[src/rtl/fcache_pkg.sv]
// fcache_pkg: shared geometry and FSM state type for the fcache arbiter
package fcache_pkg;
  localparam int WORD_W = 16;
  localparam int LINE_W = 256;
  localparam int WORDS_PER_LINE = 16;
  localparam int ADDR_W = 16;
  typedef enum logic [1:0] {IDLE, LOOKUP, WRITE, DONE} state_e;
endpackage

[src/rtl/fcache_rr_arb.sv]
// fcache_rr_arb: two-way round-robin grant index
// Ports: req_i[1:0] requests, last_i index granted last, grant_o index to grant
module fcache_rr_arb (
  input  logic [1:0] req_i,
  input  logic       last_i,
  output logic       grant_o
);
  // On a conflict the requester not granted last wins; a lone request wins outright.
  assign grant_o = &req_i ? ~last_i : req_i[1];
endmodule

[src/rtl/fcache_arb.sv]
// fcache_arb: arbitrates a fetch port (r0) and data port (r1) onto a line-wide fcache
// Ports: r0_*/r1_* word requesters (req/we/addr/wdata in, ack pulse/rdata out),
//        busy (FSM not idle), c_write/c_addr/c_wData/c_rData fcache line interface
module fcache_arb #(
  parameter int WORD_W = 16,
  parameter int LINE_W = 256
) (
  input  logic                         clk,
  input  logic                         rst_n,
  input  logic                         r0_req,
  input  logic                         r0_we,
  input  logic [fcache_pkg::ADDR_W-1:0] r0_addr,
  input  logic [WORD_W-1:0]            r0_wdata,
  output logic                         r0_ack,
  output logic [WORD_W-1:0]            r0_rdata,
  input  logic                         r1_req,
  input  logic                         r1_we,
  input  logic [fcache_pkg::ADDR_W-1:0] r1_addr,
  input  logic [WORD_W-1:0]            r1_wdata,
  output logic                         r1_ack,
  output logic [WORD_W-1:0]            r1_rdata,
  output logic                         busy,
  output logic                         c_write,
  output logic [fcache_pkg::ADDR_W-1:0] c_addr,
  output logic [LINE_W-1:0]            c_wData,
  input  logic [LINE_W-1:0]            c_rData
);
  import fcache_pkg::*;
  localparam int KW = $clog2(WORDS_PER_LINE);
  state_e state_q;
  logic gnt, gnt_q, last_q, we_q, c_write_q;
  logic [1:0] ack_q;
  logic [ADDR_W-1:0] addr_q;
  logic [WORD_W-1:0] wdata_q, rdata0_q, rdata1_q, word_d;
  logic [WORDS_PER_LINE-1:0][WORD_W-1:0] rline, line_d, line_q;
  fcache_rr_arb u_arb (.req_i({r1_req, r0_req}), .last_i(last_q), .grant_o(gnt));
  // Word-indexed view of the line so word k sits at bits [16k+15:16k].
  assign rline = c_rData;
  assign word_d = rline[addr_q[KW-1:0]];
  always_comb begin
    line_d = rline;
    line_d[addr_q[KW-1:0]] = wdata_q;
  end
  always_ff @(posedge clk or negedge rst_n) begin
    if (!rst_n) begin
      state_q   <= IDLE;
      gnt_q     <= 1'b0;
      last_q    <= 1'b1;
      we_q      <= 1'b0;
      addr_q    <= '0;
      wdata_q   <= '0;
      line_q    <= '0;
      rdata0_q  <= '0;
      rdata1_q  <= '0;
      c_write_q <= 1'b0;
      ack_q     <= '0;
    end else begin
      c_write_q <= 1'b0;
      ack_q     <= '0;
      case (state_q)
        IDLE: if (r0_req || r1_req) begin
          state_q <= LOOKUP;
          gnt_q   <= gnt;
          we_q    <= gnt ? r1_we : r0_we;
          addr_q  <= gnt ? r1_addr : r0_addr;
          wdata_q <= gnt ? r1_wdata : r0_wdata;
        end
        LOOKUP: if (we_q) begin
          line_q    <= line_d;
          c_write_q <= 1'b1;
          state_q   <= WRITE;
        end else begin
          if (gnt_q) rdata1_q <= word_d;
          else rdata0_q <= word_d;
          ack_q   <= {gnt_q, ~gnt_q};
          state_q <= DONE;
        end
        WRITE: begin
          ack_q   <= {gnt_q, ~gnt_q};
          state_q <= DONE;
        end
        DONE: begin
          last_q  <= gnt_q;
          state_q <= IDLE;
        end
        default: state_q <= IDLE;
      endcase
    end
  end
  assign busy     = state_q != IDLE;
  assign c_write  = c_write_q;
  assign c_addr   = {{KW{1'b0}}, addr_q[ADDR_W-1:KW]};
  assign c_wData  = line_q;
  assign r0_ack   = ack_q[0];
  assign r1_ack   = ack_q[1];
  assign r0_rdata = rdata0_q;
  assign r1_rdata = rdata1_q;
endmodule

[config.mk]
export PLATFORM = sky130hd
export DESIGN_NAME = fcache_arb
export DESIGN_NICKNAME = d
export VERILOG_FILES = /design/src/rtl/fcache_pkg.sv /design/src/rtl/fcache_rr_arb.sv /design/src/rtl/fcache_arb.sv
export SDC_FILE = /design/constraint.sdc
export NUM_CORES = 1
export LEC_CHECK = 0
export ABC_AREA = 1
export ABC_CLOCK_PERIOD_IN_PS = 4800
export CELL_PAD_IN_SITES_DETAIL_PLACEMENT = 2
export CELL_PAD_IN_SITES_GLOBAL_PLACEMENT = 2
export CORE_ASPECT_RATIO = 1.5
export CORE_MARGIN = 2
export CORE_UTILIZATION = 26
export CTS_BUF_LIST = sky130_fd_sc_hd__clkbuf_4
export DETAILED_ROUTE_END_ITERATION = 7
export GPL_ROUTABILITY_DRIVEN = 0
export GPL_TIMING_DRIVEN = 0
export PLACE_DENSITY_LB_ADDON = 0.1
export SKIP_LAST_GASP = 1
export SYNTH_ARGS = -nofsm -noshare
export SYNTH_HDL_FRONTEND = slang
export SYNTH_HIERARCHICAL = 1
export SYNTH_SLANG_ARGS = --single-unit
[constraint.sdc]
create_clock -name clk -period 4.8 [get_ports clk]
set_clock_uncertainty 0.15 [all_clocks]
set_input_delay 0.48 -clock clk [delete_from_list [all_inputs] [get_ports clk]]
set_output_delay 0.48 -clock clk [all_outputs]
set_load 0.03 [all_outputs]
# Yosys cells after proc, flatten, opt, wreduce, memory -nomap -nowiden
# Index checks and enable logic that the tools add are counted.
# word_totals
reg_bits	328
output_inout_bits	308
# op_classes
muxes	16
eq_ne	4
n_lt_le_gt_ge	2
bitwise_logic	3
reduce_logical	9
# op_table
cell	n
bitwise mux 256 bit	1
binary-select mux 16 bit (select 4 bit)	1
demux 16 bit (select 4 bit)	1
two-way mux 16 bit	4
case mux 2 bit (4 select lines)	1
AND reduction 2 bit	3
AND reduction 3 bit	2
less-than comparator 4 x 5 -> 1 bit, second input constant	1
two-way mux 1 bit	5
== test 2 bit, second input constant	2
>= comparator 4 x 1 -> 1 bit, second input constant	1
two-way mux 2 bit	2
case mux 2 bit (2 select lines)	1
inverter 1 bit	3
== test 2 x 1 -> 1 bit, second input constant	1
logical NOT 2 bit	1
inequality test 2 bit, second input constant	1
nonzero test 2 bit	1
logical AND 1 bit	1
logical OR 1 bit	1

# Longest topological paths before layout
# logic_depth
word_depth	5
depth_mapped	11
ltp_nobuf	9

# Modules after synthesis
# The synthesis kept the hierarchy.
# modules_own_cells
mod	cells_per_inst	n_inst	seq_area_each_um2	area_each_um2
fcache_arb	2538	1	8209.1	17703.2
fcache_rr_arb	2	1	0.0	12.5

# Least setup slack after synthesis
# No wires, ideal clock.
# synth_path
path_kind	register -> register
startpoint	register state_q[1]
endpoint	register line_q (netlist bit c_wData[24])
t_arrival_ns	1.556
path_stages_with_launch	9
setup_time_ns	0.076
path_buffers	3
synth_period_minus_slack_ns	1.783
setup_slack_ns	3.017
required_time_ns	4.574
path_cell_list	dfrtp_1 inv_1 ha_1 nand2_1 buf_2 clkbuf_1 clkbuf_1 nand2_1 o21ai_1
# synth_between
elab_chain_cells	2
# synth_lines
element	line	rtl
start, declared	fcache_arb.sv:30	state_e state_q;
start signal, assigned	fcache_arb.sv:46	state_q <= IDLE;
start signal, assigned	fcache_arb.sv:62	state_q <= LOOKUP;
start signal, assigned	fcache_arb.sv:71	state_q <= WRITE;
== test 2 x 1 -> 1 bit	fcache_arb.sv:60	case (state_q)
AND reduction 2 bit (no source line)	--	
end signal, assigned	fcache_arb.sv:69	line_q <= line_d;
end, declared	fcache_arb.sv:35	logic [WORDS_PER_LINE-1:0][WORD_W-1:0] rline, line_d, line_q;
# No other way between the ends.
# A chain may end at the register's enable or synchronous reset.

==> summary.txt <==
Clock network
  – CTS root buf: clkbuf_4
  – H-tree lvl count: 3
  – CTS tree: done
  – Clock latency on the worst-skew pair: 910 ps
  – Clock sinks: 328
  – Worst-path clk slew: 70 ps
  – Post-CTS setup buffer count: 0
  – TritonCTS buffer count: 95
  – Max clock buf depth: 3

Floorplan
  – Total Die Area: 0.07028 mm2
  – DIE HEIGHT: 323.7 um
  – Rows: 117
  – I/O pin count: 634
  – CORE AREA: 0.06763 mm2
  – Die Wd: 217.1 um
  – Initial core utilization: 0.2619

Synthesis
  – Most frequent cell after synthesis: nand2_1
  – Largest area contributor in the netlist: dfrtp_1
  – Top cells by area, synth: dfrtp_1 46%, nand2_1 22%, o21ai_0 9.0%, nor2_1 5.9%, o21ai_1 4.7%
  – Synth Instances: 2,540
  – Asr flop ratio synth: 1.000
  – EDFF count, synth: 0
  – Post-synth top cells: 1,046 x nand2_1, 327 x dfrtp_1, 319 x o21ai_0
  – Post-Syn Area per Cell: 6.975 um2
  – Synthesized flop and latch total: 328
  – Synth cell types: 26
  – Top cell type's share of synthesized area: 0.4619
  – Mapped Area: 0.01772 mm2
  – Register area share after synthesis: 0.4634
  – YS warnings: 6
  – Synth Flop Type: dfrtp_1

Global routing
  – GRT met1 Usage: 0.3508
  – Gr usage total: 0.3396
  – Initial antenna violation count: 23
  – Total grt overflow: 0
  – Most Crowded Layer GR: met2
  – Largest net degree at the start of global routing: 95
  – First-pass GRT wire length: 171,800 um
  – GR Layer Usage met3: 0.07867
  – Vias in the first global route: 24,984
  – M2 GR Usage: 0.6202

Critical path
  – WP buf/inv: 3
  – Crit path max fanout: 10
  – R2R cell count: 5
  – CP Depth: 5
  – Worst path max stage delay: 1150 ps
  – Worst Path Required: 5500 ps
  – CP max-delay cell: clkbuf_1
  – Critical path startpoint category: register
  – Crit path cell chain: buf_1 -> clkbuf_1 -> nor2_1 -> a31oi_1 -> dlygate4sd3_1
  – Critical path type: reg2reg
  – Arr. time, crit path: 4140 ps
  – CP top delay family: buffers and inverters
  – Crit path launch: wdata_q[6]$_DFFE_PN0P_
  – Reg2reg start: wdata_q[6]$_DFFE_PN0P_
  – Worst Setup End Kind: register

Pwr
  – Leak: 12.41 nW
  – VDD IR-drop max: 0.2859 mV
  – Power per standard cell area: 804.1 mW/mm2

Timing
  – Max frequency: 290.3 MHz
  – Setup Viol. Count Final: 0
  – Setup ws final: 1356 ps
  – Worst Tran Pin Value: 1489 ps
  – Slew headroom: 0.007238
  – Hold Vio Cnt, Final: 0
  – Hold slack final: 97.73 ps
  – Final Cycle Share: 0.7176
  – Fin crit period: 3444 ps
  – Unrepaired setup endpoints after global routing: false
  – Max-slew violation count: 0

Routing
  – Total Wirelength: 121,200 um
  – Antenna Nets Post-Route: 0
  – DRT Pass-1 Iters: 5
  – DR DRC count: 0
  – WL/cell: 28.12 um
  – Initial DRC count: 1,213
  – Vias/cell: 5.063
  – Via count: 21,817

Worst hold path
  – Hold Crit Start: r0_wdata[11]
  – Hold WC Path Type: in2reg
  – Worst hold stages: 3

Place
  – Placed inst area: 0.02523 mm2
  – Worst slack at placement: 1712 ps
  – DP Cell Count: 4,067
  – Port-buffer cells: 629
  – HPWL Detailed: 92,450 um

Finish
  – # fillers: 8,050
  – Share of cells above drive strength 1: 0.08267
  – Final core occ: 0.4006
  – Design Area, Final: 0.02709 mm2
  – Area grow syn2layout: 52.93%
  – Final nets: 3,666
  – Non-Filler Instances: 4,309

Status
  – Status: complete, no violations

Job
  – Total of max-cap violations: 0
[timing repair]
item,4_1_cts,5_1_grt
hold buffers,64,0
resized for setup,0,0
endpoints found under the hold margin,274,0
[metrics by stage]
stage	setup TNS, ps	total power [mW]
after global placement	-4085210	18.22
after detailed placement	0	18.63
final	0	21.79
after global routing	0	23.01
after floorplan	0	11.82
after CTS	0	21.83
[final cells by class]
cell class,instances,area [um2],share of cell area
Clock buffer,138,1036,0.03824
Timing Repair Buffer,696,7024,0.2593
Sequential cell,328,8209,0.3030
Antenna cell,18,45.04,0.001663
Buffer,201,949.7,0.03505
Tap cell,892,1116,0.04120
Multi-Input combinational cell,1959,8367,0.3088
Inverter,55,209.0,0.007713
Clock inverter,22,136.4,0.005034
[layout by cell type, fill, tap and decap left out, types with 64 or more instances in the layout]
master,count
a21oi_1,82
clkbuf_1,86
clkbuf_4,138
clkdlybuf4s50_1,628
dfrtp_1,327
dlygate4sd3_1,64
nand2_1,1046
nor2_1,280
o21ai_0,319
o21ai_1,166
[kinds of logic after synthesis]
family / synth area share
simple gates: 0.2963
compound gates: 0.1723
flops: 0.4634
buf+inv: 0.06498
fa+ha+maj: 0.002825
other cells: 0.0002117
[sequential cells by signal, indices dropped and copies added (netlist names)]
signal	count
r0_rdata	16
addr_q	16
state_q	2
r1_rdata	16
wdata_q	16
c_wData	256
c_write	1
ack_q	2
we_q	1
last_q	1
gnt_q	1
[layer usage]
metal	vias to the layer above	part of all wire	routed length, um
met2	798	0.51	62200
li1	9745	-	-
met5	-	0.00068	82
met4	12	0.068	8207
met3	306	0.056	6801
met1	10956	0.36	43880
[where the power goes]
group | internal (mW) | switching (mW)
logic | 4.35 | 9.50
clock network | 1.41 | 1.42
registers | 4.16 | 0.943
[worst paths after layout]
| check | end | slack, ps |
|---|---|---|
| max | wdata_q[6]$_DFFE_PN0P_ | 1360 |
| min | wdata_q[11]$_DFFE_PN0P_ | 100 |
| max reg2reg | wdata_q[6]$_DFFE_PN0P_ | 1360 |
| min reg2reg | c_wData[200]$_DFFE_PN0P_ | 330 |
| max in group asynchronous | c_wData[231]$_DFFE_PN0P_ | 2340 |
| min in group asynchronous | addr_q[15]$_DFFE_PN0P_ | 580 |
[worst min-delay path, cell delays in order]
cell and delay (ps):
clkdlybuf4s50_1 440, nand2_1 90, a31oi_1 80
Note: power is estimated with default switching activity, not from simulation.
